<file path="config.mk">
export PLATFORM = sky130hd
export DESIGN_NAME = ex_muldiv_unit
export DESIGN_NICKNAME = d
export VERILOG_FILES = /design/src/rtl/rv32i_types.sv /design/src/rtl/radix2_divider.sv /design/src/rtl/ex_muldiv_unit.sv
export SDC_FILE = /design/constraint.sdc
export NUM_CORES = 2
export LEC_CHECK = 0
export BUFFER_PORTS_ARGS = -buffer_cell sky130_fd_sc_hd__buf_2
export CORE_MARGIN = 3
export CORE_UTILIZATION = 60
export DETAILED_ROUTE_END_ITERATION = 12
export PLACE_DENSITY = 0.77
export RECOVER_POWER = 100
export SLEW_MARGIN = 20
export SYNTH_ARGS = -nofsm -noshare
export SYNTH_HDL_FRONTEND = slang
export SYNTH_HIERARCHICAL = 1
export SYNTH_SLANG_ARGS = --single-unit
</file>
<file path="constraint.sdc">
create_clock -name clk -period 9.53 [get_ports clk]
set_input_delay 0.4765 -clock clk [delete_from_list [all_inputs] [get_ports clk]]
set_output_delay 0.4765 -clock clk [all_outputs]
set_load 0.005 [all_outputs]
</file>
<file path="src/rtl/rv32i_types.sv">
// Shared RV32 type definitions for the M-extension execute unit:
// funct3 encodings, funct7 marker and muldiv FSM states.
package rv32i_types;

  localparam logic [6:0] funct7_muldiv = 7'b0000001;

  typedef enum logic [2:0] {
    mul    = 3'd0,
    mulh   = 3'd1,
    mulhsu = 3'd2,
    mulhu  = 3'd3,
    div    = 3'd4,
    divu   = 3'd5,
    rem    = 3'd6,
    remu   = 3'd7
  } muldiv_funct3_t;

  typedef enum logic [1:0] {
    S_IDLE = 2'd0,
    S_MUL  = 2'd1,
    S_DIV  = 2'd2,
    S_DONE = 2'd3
  } muldiv_state_t;

endpackage

</file>
<file path="src/rtl/radix2_divider.sv">
// Iterative restoring radix-2 divider on unsigned magnitudes.
// Ports: clk, rst, load (take operands), step (one iteration),
// dividend, divisor in; quotient/remainder are the values after
// the current step; last is high while the final step runs.
module radix2_divider #(
  parameter int WIDTH = 32
) (
  input  logic             clk,
  input  logic             rst,
  input  logic             load,
  input  logic             step,
  input  logic [WIDTH-1:0] dividend,
  input  logic [WIDTH-1:0] divisor,
  output logic [WIDTH-1:0] quotient,
  output logic [WIDTH-1:0] remainder,
  output logic             last
);

  localparam int CW = $clog2(WIDTH);

  logic [CW-1:0]    cnt;
  logic [WIDTH-1:0] quo;
  logic [WIDTH-1:0] rem_q;
  logic [WIDTH-1:0] dvs;
  logic [WIDTH:0]   shifted;
  logic [WIDTH-1:0] sub;
  logic             ge;

  // Partial remainder gets the next dividend bit shifted in.
  assign shifted = {rem_q, quo[WIDTH-1]};
  assign ge      = shifted >= {1'b0, dvs};
  // When ge holds the true difference is below 2^WIDTH.
  assign sub     = shifted[WIDTH-1:0] - dvs;

  assign quotient  = {quo[WIDTH-2:0], ge};
  assign remainder = ge ? sub : shifted[WIDTH-1:0];
  assign last      = (cnt == '0);

  always_ff @(posedge clk) begin
    if (rst) begin
      cnt   <= '0;
      quo   <= '0;
      rem_q <= '0;
      dvs   <= '0;
    end else if (load) begin
      cnt   <= CW'(WIDTH - 1);
      quo   <= dividend;
      rem_q <= '0;
      dvs   <= divisor;
    end else if (step) begin
      quo   <= quotient;
      rem_q <= remainder;
      if (cnt != '0) cnt <= cnt - 1'b1;
    end
  end

endmodule

</file>
<file path="src/rtl/ex_muldiv_unit.sv">
// RV32M multiply/divide execute unit behind ID/EX; stalls the front
// end while an op runs, then pulses done with the result for one cycle.
// Ports: clk, rst, start, flush, funct3, rs1_val, rs2_val in;
// stall, done, result, busy out.
// Optional macro MULDIV_REM_REUSE_EN: cache the last DIV/REM pair so
// the partner op with identical operands completes in one cycle.
module ex_muldiv_unit
  import rv32i_types::*;
#(
  parameter int WIDTH = 32
) (
  input  logic             clk,
  input  logic             rst,
  input  logic             start,
  input  logic             flush,
  input  logic [2:0]       funct3,
  input  logic [WIDTH-1:0] rs1_val,
  input  logic [WIDTH-1:0] rs2_val,
  output logic             stall,
  output logic             done,
  output logic [WIDTH-1:0] result,
  output logic             busy
);

  localparam logic [WIDTH-1:0] MIN_NEG = {1'b1, {(WIDTH-1){1'b0}}};

  muldiv_state_t  state;
  muldiv_state_t  state_next;
  muldiv_funct3_t op;

  logic [WIDTH-1:0] opa;
  logic [WIDTH-1:0] opb;
  logic             neg_q;
  logic             neg_r;

  logic is_div_in;
  logic sgn_in;
  logic is_rem_in;
  logic accept;
  logic b_zero;
  logic ovf;
  logic special;
  logic hit;

  logic [WIDTH-1:0] spec_val;
  logic [WIDTH-1:0] hit_val;
  logic [WIDTH-1:0] a_mag;
  logic [WIDTH-1:0] b_mag;

  assign is_div_in = funct3[2];
  assign sgn_in    = ~funct3[0];
  assign is_rem_in = funct3[1];
  assign accept    = (state == S_IDLE) && start && !flush;

  assign b_zero  = (rs2_val == '0);
  assign ovf     = sgn_in && (rs1_val == MIN_NEG) && (rs2_val == '1);
  assign special = b_zero || ovf;

  always_comb begin
    spec_val = '0;
    if (b_zero) spec_val = is_rem_in ? rs1_val : '1;
    else        spec_val = is_rem_in ? '0 : rs1_val;
  end

  assign a_mag = (sgn_in && rs1_val[WIDTH-1]) ? -rs1_val : rs1_val;
  assign b_mag = (sgn_in && rs2_val[WIDTH-1]) ? -rs2_val : rs2_val;

  logic             div_load;
  logic             div_step;
  logic             div_last;
  logic [WIDTH-1:0] dq;
  logic [WIDTH-1:0] dr;
  logic [WIDTH-1:0] q_fix;
  logic [WIDTH-1:0] r_fix;
  logic [WIDTH-1:0] div_val;
  logic             div_fin;

  assign div_load = accept && is_div_in && !special && !hit;
  assign div_step = (state == S_DIV) && !flush;
  assign div_fin  = div_step && div_last;

  radix2_divider #(.WIDTH(WIDTH)) u_div (
    .clk       (clk),
    .rst       (rst),
    .load      (div_load),
    .step      (div_step),
    .dividend  (a_mag),
    .divisor   (b_mag),
    .quotient  (dq),
    .remainder (dr),
    .last      (div_last)
  );

  assign q_fix   = neg_q ? -dq : dq;
  assign r_fix   = neg_r ? -dr : dr;
  assign div_val = op[1] ? r_fix : q_fix;

  logic               sa;
  logic               sb;
  logic [2*WIDTH-1:0] prod;
  logic [WIDTH-1:0]   mul_val;

  // Wrapping product of sign/zero-extended operands gives the exact
  // 2*WIDTH-bit result for every signedness combination.
  assign sa   = (op != mulhu);
  assign sb   = (op == mulh) || (op == mul);
  assign prod = {{WIDTH{sa & opa[WIDTH-1]}}, opa}
              * {{WIDTH{sb & opb[WIDTH-1]}}, opb};
  assign mul_val = (op == mul) ? prod[WIDTH-1:0]
                               : prod[2*WIDTH-1:WIDTH];

`ifdef MULDIV_REM_REUSE_EN
  logic             c_valid;
  logic [WIDTH-1:0] c_a;
  logic [WIDTH-1:0] c_b;
  logic             c_sgn;
  logic             c_rem;
  logic [WIDTH-1:0] c_q;
  logic [WIDTH-1:0] c_r;

  // Only the partner op (DIV<->REM) of the cached one may reuse it.
  assign hit = c_valid && is_div_in
            && (rs1_val == c_a) && (rs2_val == c_b)
            && (sgn_in == c_sgn) && (is_rem_in != c_rem);
  assign hit_val = is_rem_in ? c_r : c_q;

  always_ff @(posedge clk) begin
    if (rst || flush) begin
      c_valid <= 1'b0;
      c_a     <= '0;
      c_b     <= '0;
      c_sgn   <= 1'b0;
      c_rem   <= 1'b0;
      c_q     <= '0;
      c_r     <= '0;
    end else if (div_fin) begin
      c_valid <= 1'b1;
      c_a     <= opa;
      c_b     <= opb;
      c_sgn   <= ~op[0];
      c_rem   <= op[1];
      c_q     <= q_fix;
      c_r     <= r_fix;
    end
  end
`else
  assign hit     = 1'b0;
  assign hit_val = '0;
`endif

  always_ff @(posedge clk) begin
    if (rst) state <= S_IDLE;
    else     state <= state_next;
  end

  always_comb begin
    state_next = state;
    unique case (state)
      S_IDLE: begin
        if (start) begin
          if (!is_div_in)          state_next = S_MUL;
          else if (special || hit) state_next = S_DONE;
          else                     state_next = S_DIV;
        end
      end
      S_MUL:  state_next = S_DONE;
      S_DIV:  if (div_last) state_next = S_DONE;
      S_DONE: state_next = S_IDLE;
      default: state_next = S_IDLE;
    endcase
    if (flush) state_next = S_IDLE;
  end

  always_ff @(posedge clk) begin
    if (rst) begin
      op     <= mul;
      opa    <= '0;
      opb    <= '0;
      neg_q  <= 1'b0;
      neg_r  <= 1'b0;
      result <= '0;
    end else if (accept) begin
      op    <= muldiv_funct3_t'(funct3);
      opa   <= rs1_val;
      opb   <= rs2_val;
      neg_q <= sgn_in && (rs1_val[WIDTH-1] ^ rs2_val[WIDTH-1]);
      neg_r <= sgn_in && rs1_val[WIDTH-1];
      if (is_div_in && special) result <= spec_val;
      else if (is_div_in && hit) result <= hit_val;
    end else if (!flush) begin
      if (state == S_MUL) result <= mul_val;
      else if (div_fin)   result <= div_val;
    end
  end

  assign done  = (state == S_DONE) && !flush;
  assign stall = start && !done && !flush;
  assign busy  = (state != S_IDLE);

endmodule

</file>
==> impl_results.md <==
- Status: finished with violations
- Failing checks: max-capacitance violations, max-slew violations
- Maximum clock rate: 110 MHz
- Yosys cell types: between 80 and 90
- WP data arrival: roughly 9500 ps
- Critical path depth: 27
- Yosys top cell by area: fa_1
- Crit share post-route: 0.950
- VDD IR max: 0.141 mV
- TritonCTS Sinks: 204
- Global-route wire length before repair: 248,000 um
- Num CTS Buffers: 25
- Count of non-filler cells in the finished layout: between 7,000 and 8,000
- Crit-path most repeated cell: fa_1
- CP max stage delay: between 900 and 1000 ps
- CTS H-tree lvls: 1
- Top post-synthesis cells by area: fa_1 (43%), inv_1 (8.3%), dfxtp_1 (7.8%)
- Dpl ws: about 330 ps
- Setup crit end kind: flop
- Synth top area share: 0.432
- First DRT Iteration DRCs: ~3,900
- PnR worst setup slack: slightly below 500 ps
- Synth Flop Type: dfxtp_1
- Hold buffers post-CTS: 0
- Flops & latches, synth: 204
- Sequential area share after synthesis: 0.0783
- RePlAce Congestion: 0.998
- Per-cell routed wire length: approximately 22 um
- Vias per cell: 5.92
- Clock Latency Late Sink: 540 ps
- Ratio of cells with drive above 1 in the final layout: 0.0524
- Core Area: 85,700 um2
- Largest net degree at the start of global routing: 101
- Pins over their slew limit: 128
- CP required: 9960 ps
- CTS clk-pin slew, worst paths: roughly 60 ps
- MaxCap Viol Count: 3
- Ports: between 100 and 150
- Bufs on Longest Clock Path: 3
- Worst hold-check path type: input pin to flop
- # setup viols final: 0
- CTS resizes: 0
- Setup Fix Bufs, Post-CTS: 0
- Leak pwr: 23.7 nW
- Global route total overflow: 0
- Post-DP HPWL: 124,000 um
- CTS tree: done
- RSZ-0062 raised after global routing: no
- Crit-path max FO: 17
- Synth Warn #: 6
- Placed insts: 7,107
- # rows: between 100 and 150
- Setup TNS: 0 ps
- Initial antenna violation count: 1
- Overall Global Routing Usage: 0.352
- Fin nets: 7,443
- Pre-antenna DRT Iters: 6
- Final hold violations: 0
- Cells on worst reg2reg path: 27
- Fraction of registers with async set/reset: 0
- Vias in the first global route: 44,500
- CP delay by family, top: adder cells
- EDFF count, synth: 0
- DIE WIDTH: 301 um
- DR vias: 42,300
- Clock root buffer: clkbuf_16
- Bufs and invs on worst path: 7
- Worst slew pin tran: 3960 ps
- Final wirelength: approximately 150,000 um
- Cells after synthesis: 6,129
- Post-Syn Area per Cell: ~8.5 um2
- Worst Setup Start Kind: flop
- CP max stage cell: dfxtp_1
- WHS: 237 ps
- Layout area overhead: 3.82%
- Initial core utilization: 0.609
- Max Clock Skew: 10.1 ps
- DIE HEIGHT: 301 um
- IO buf count: between 100 and 150
- Core Util, Final: 0.632
- DRC: 0
- Power density over cell area: 79.0 nW/um2
- Antenna-violating nets left: 0
- Synthesized cell area: 52,200 um2
- Crit path kind: flop to flop
- Min cycle time layout: 9050 ps
- Hold path depth: 3
- Layout filler cell count: approximately 7,400
- Die area: 90,500 um2
- Syn nets: between 7,000 and 8,000
- Rel. slew slack: -1.64
==> report_power, final <==
group | switching, mW | internal [mW] | total, mW
logic | 1.55 | 0.809 | 2.36
clock network | 0.402 | 0.525 | 0.927
registers | 0.0993 | 0.894 | 0.993
total | 2.05 | 2.23 | 4.28
==> cell usage after synthesis, types with 44 or more instances <==
| cell type | instances |
|---|---|
| inv_1 | 1154 |
| fa_1 | 1126 |
| nand2_1 | 1046 |
| and2_1 | 332 |
| clkbuf_1 | 329 |
| nor2_1 | 323 |
| a21oi_1 | 271 |
| ha_1 | 256 |
| dfxtp_1 | 204 |
| o21ai_0 | 142 |
| xnor2_1 | 117 |
| xor2_1 | 100 |
| mux2i_1 | 72 |
| nor3_1 | 46 |
| a211oi_1 | 44 |
==> cell usage in the layout (no fill, tap or decap), drive strengths merged, types with 18 or more instances in the layout <==
cell       n
or2       20
nor4      22
xor2     100
o41ai     22
or3       19
nor3      48
o31ai     32
nand2   1046
nand4     30
nand3     39
dfxtp    204
a21o      26
o21a      27
clkbuf    59
nand2b    18
a21oi    273
o21ai    145
mux2i     72
buf      202
nor2     324
a31oi     24
inv     1155
xnor2    117
fa      1126
ha       256
a211oi    48
and2     332
==> flip-flops by register name, indices dropped and copies added, names as in the netlist <==
register	flops
neg_r	1
u_div/cnt	5
u_div/dvs	32
u_div/quo	32
state	2
result	32
op	3
neg_q	1
opb	32
u_div/rem_q	32
opa	32
==> worst min-delay path: stages <==
cell and delay (ps):
buf_2 140, nand2_1 60, a21oi_1 50
==> routing by layer <==
metal,global-route usage,share of wire,up-vias
met5,0,0,-
met4,0.173,0.063,0
met3,0.0548,0.093,488
met2,0.573,0.47,2200
met1,0.462,0.38,21300
li1,-,-,18400
==> layout make-up <==
cell class | count | area [um2] | area share
clock buffers | 36 | 687 | 0.0127
repair buffers | 225 | 1440 | 0.0267
diodes | 1 | 2.50 | 0.0000462
clock inverters | 7 | 63.8 | 0.00118
multi-input cells | 4379 | 42100 | 0.777
inverters | 1155 | 4340 | 0.0802
flip-flops and latches | 204 | 4090 | 0.0756
well taps | 1144 | 1430 | 0.0264
==> stage by stage <==
step | power [mW] | area, um2
after floorplan | 2.57 | 52200
after global placement | 3.27 | 53500
after detailed placement | 3.30 | 53500
after CTS | 4.22 | 54200
after global routing | 4.52 | 54100
final | 4.28 | 54100
==> cells by family (layout without fill, tap and decap cells) <==
logic type | count (synthesis) | in the layout | share of synthesized area
mux | 88 | 88 | 0.0178
other cells | 0 | 1 | 0
buf+inv | 1546 | 1423 | 0.115
fa+ha+maj | 1382 | 1382 | 0.494
simple gates | 1966 | 1966 | 0.170
flops | 204 | 204 | 0.0783
compound gates | 726 | 726 | 0.0888
xor+xnor | 217 | 217 | 0.0364
==> final timing paths <==
kind / start / to / slack, ps
max: opa[16]$_SDFFE_PP0P_ / result[19]$_SDFFE_PP0P_ / 480
min: rs2_val[12] / opb[12]$_SDFFE_PP0P_ / 240
max reg2reg: opa[16]$_SDFFE_PP0P_ / result[19]$_SDFFE_PP0P_ / 480
min reg2reg: opb[13]$_SDFFE_PP0P_ / opb[13]$_SDFFE_PP0P_ / 450
Power figures use the tool's default switching activity.
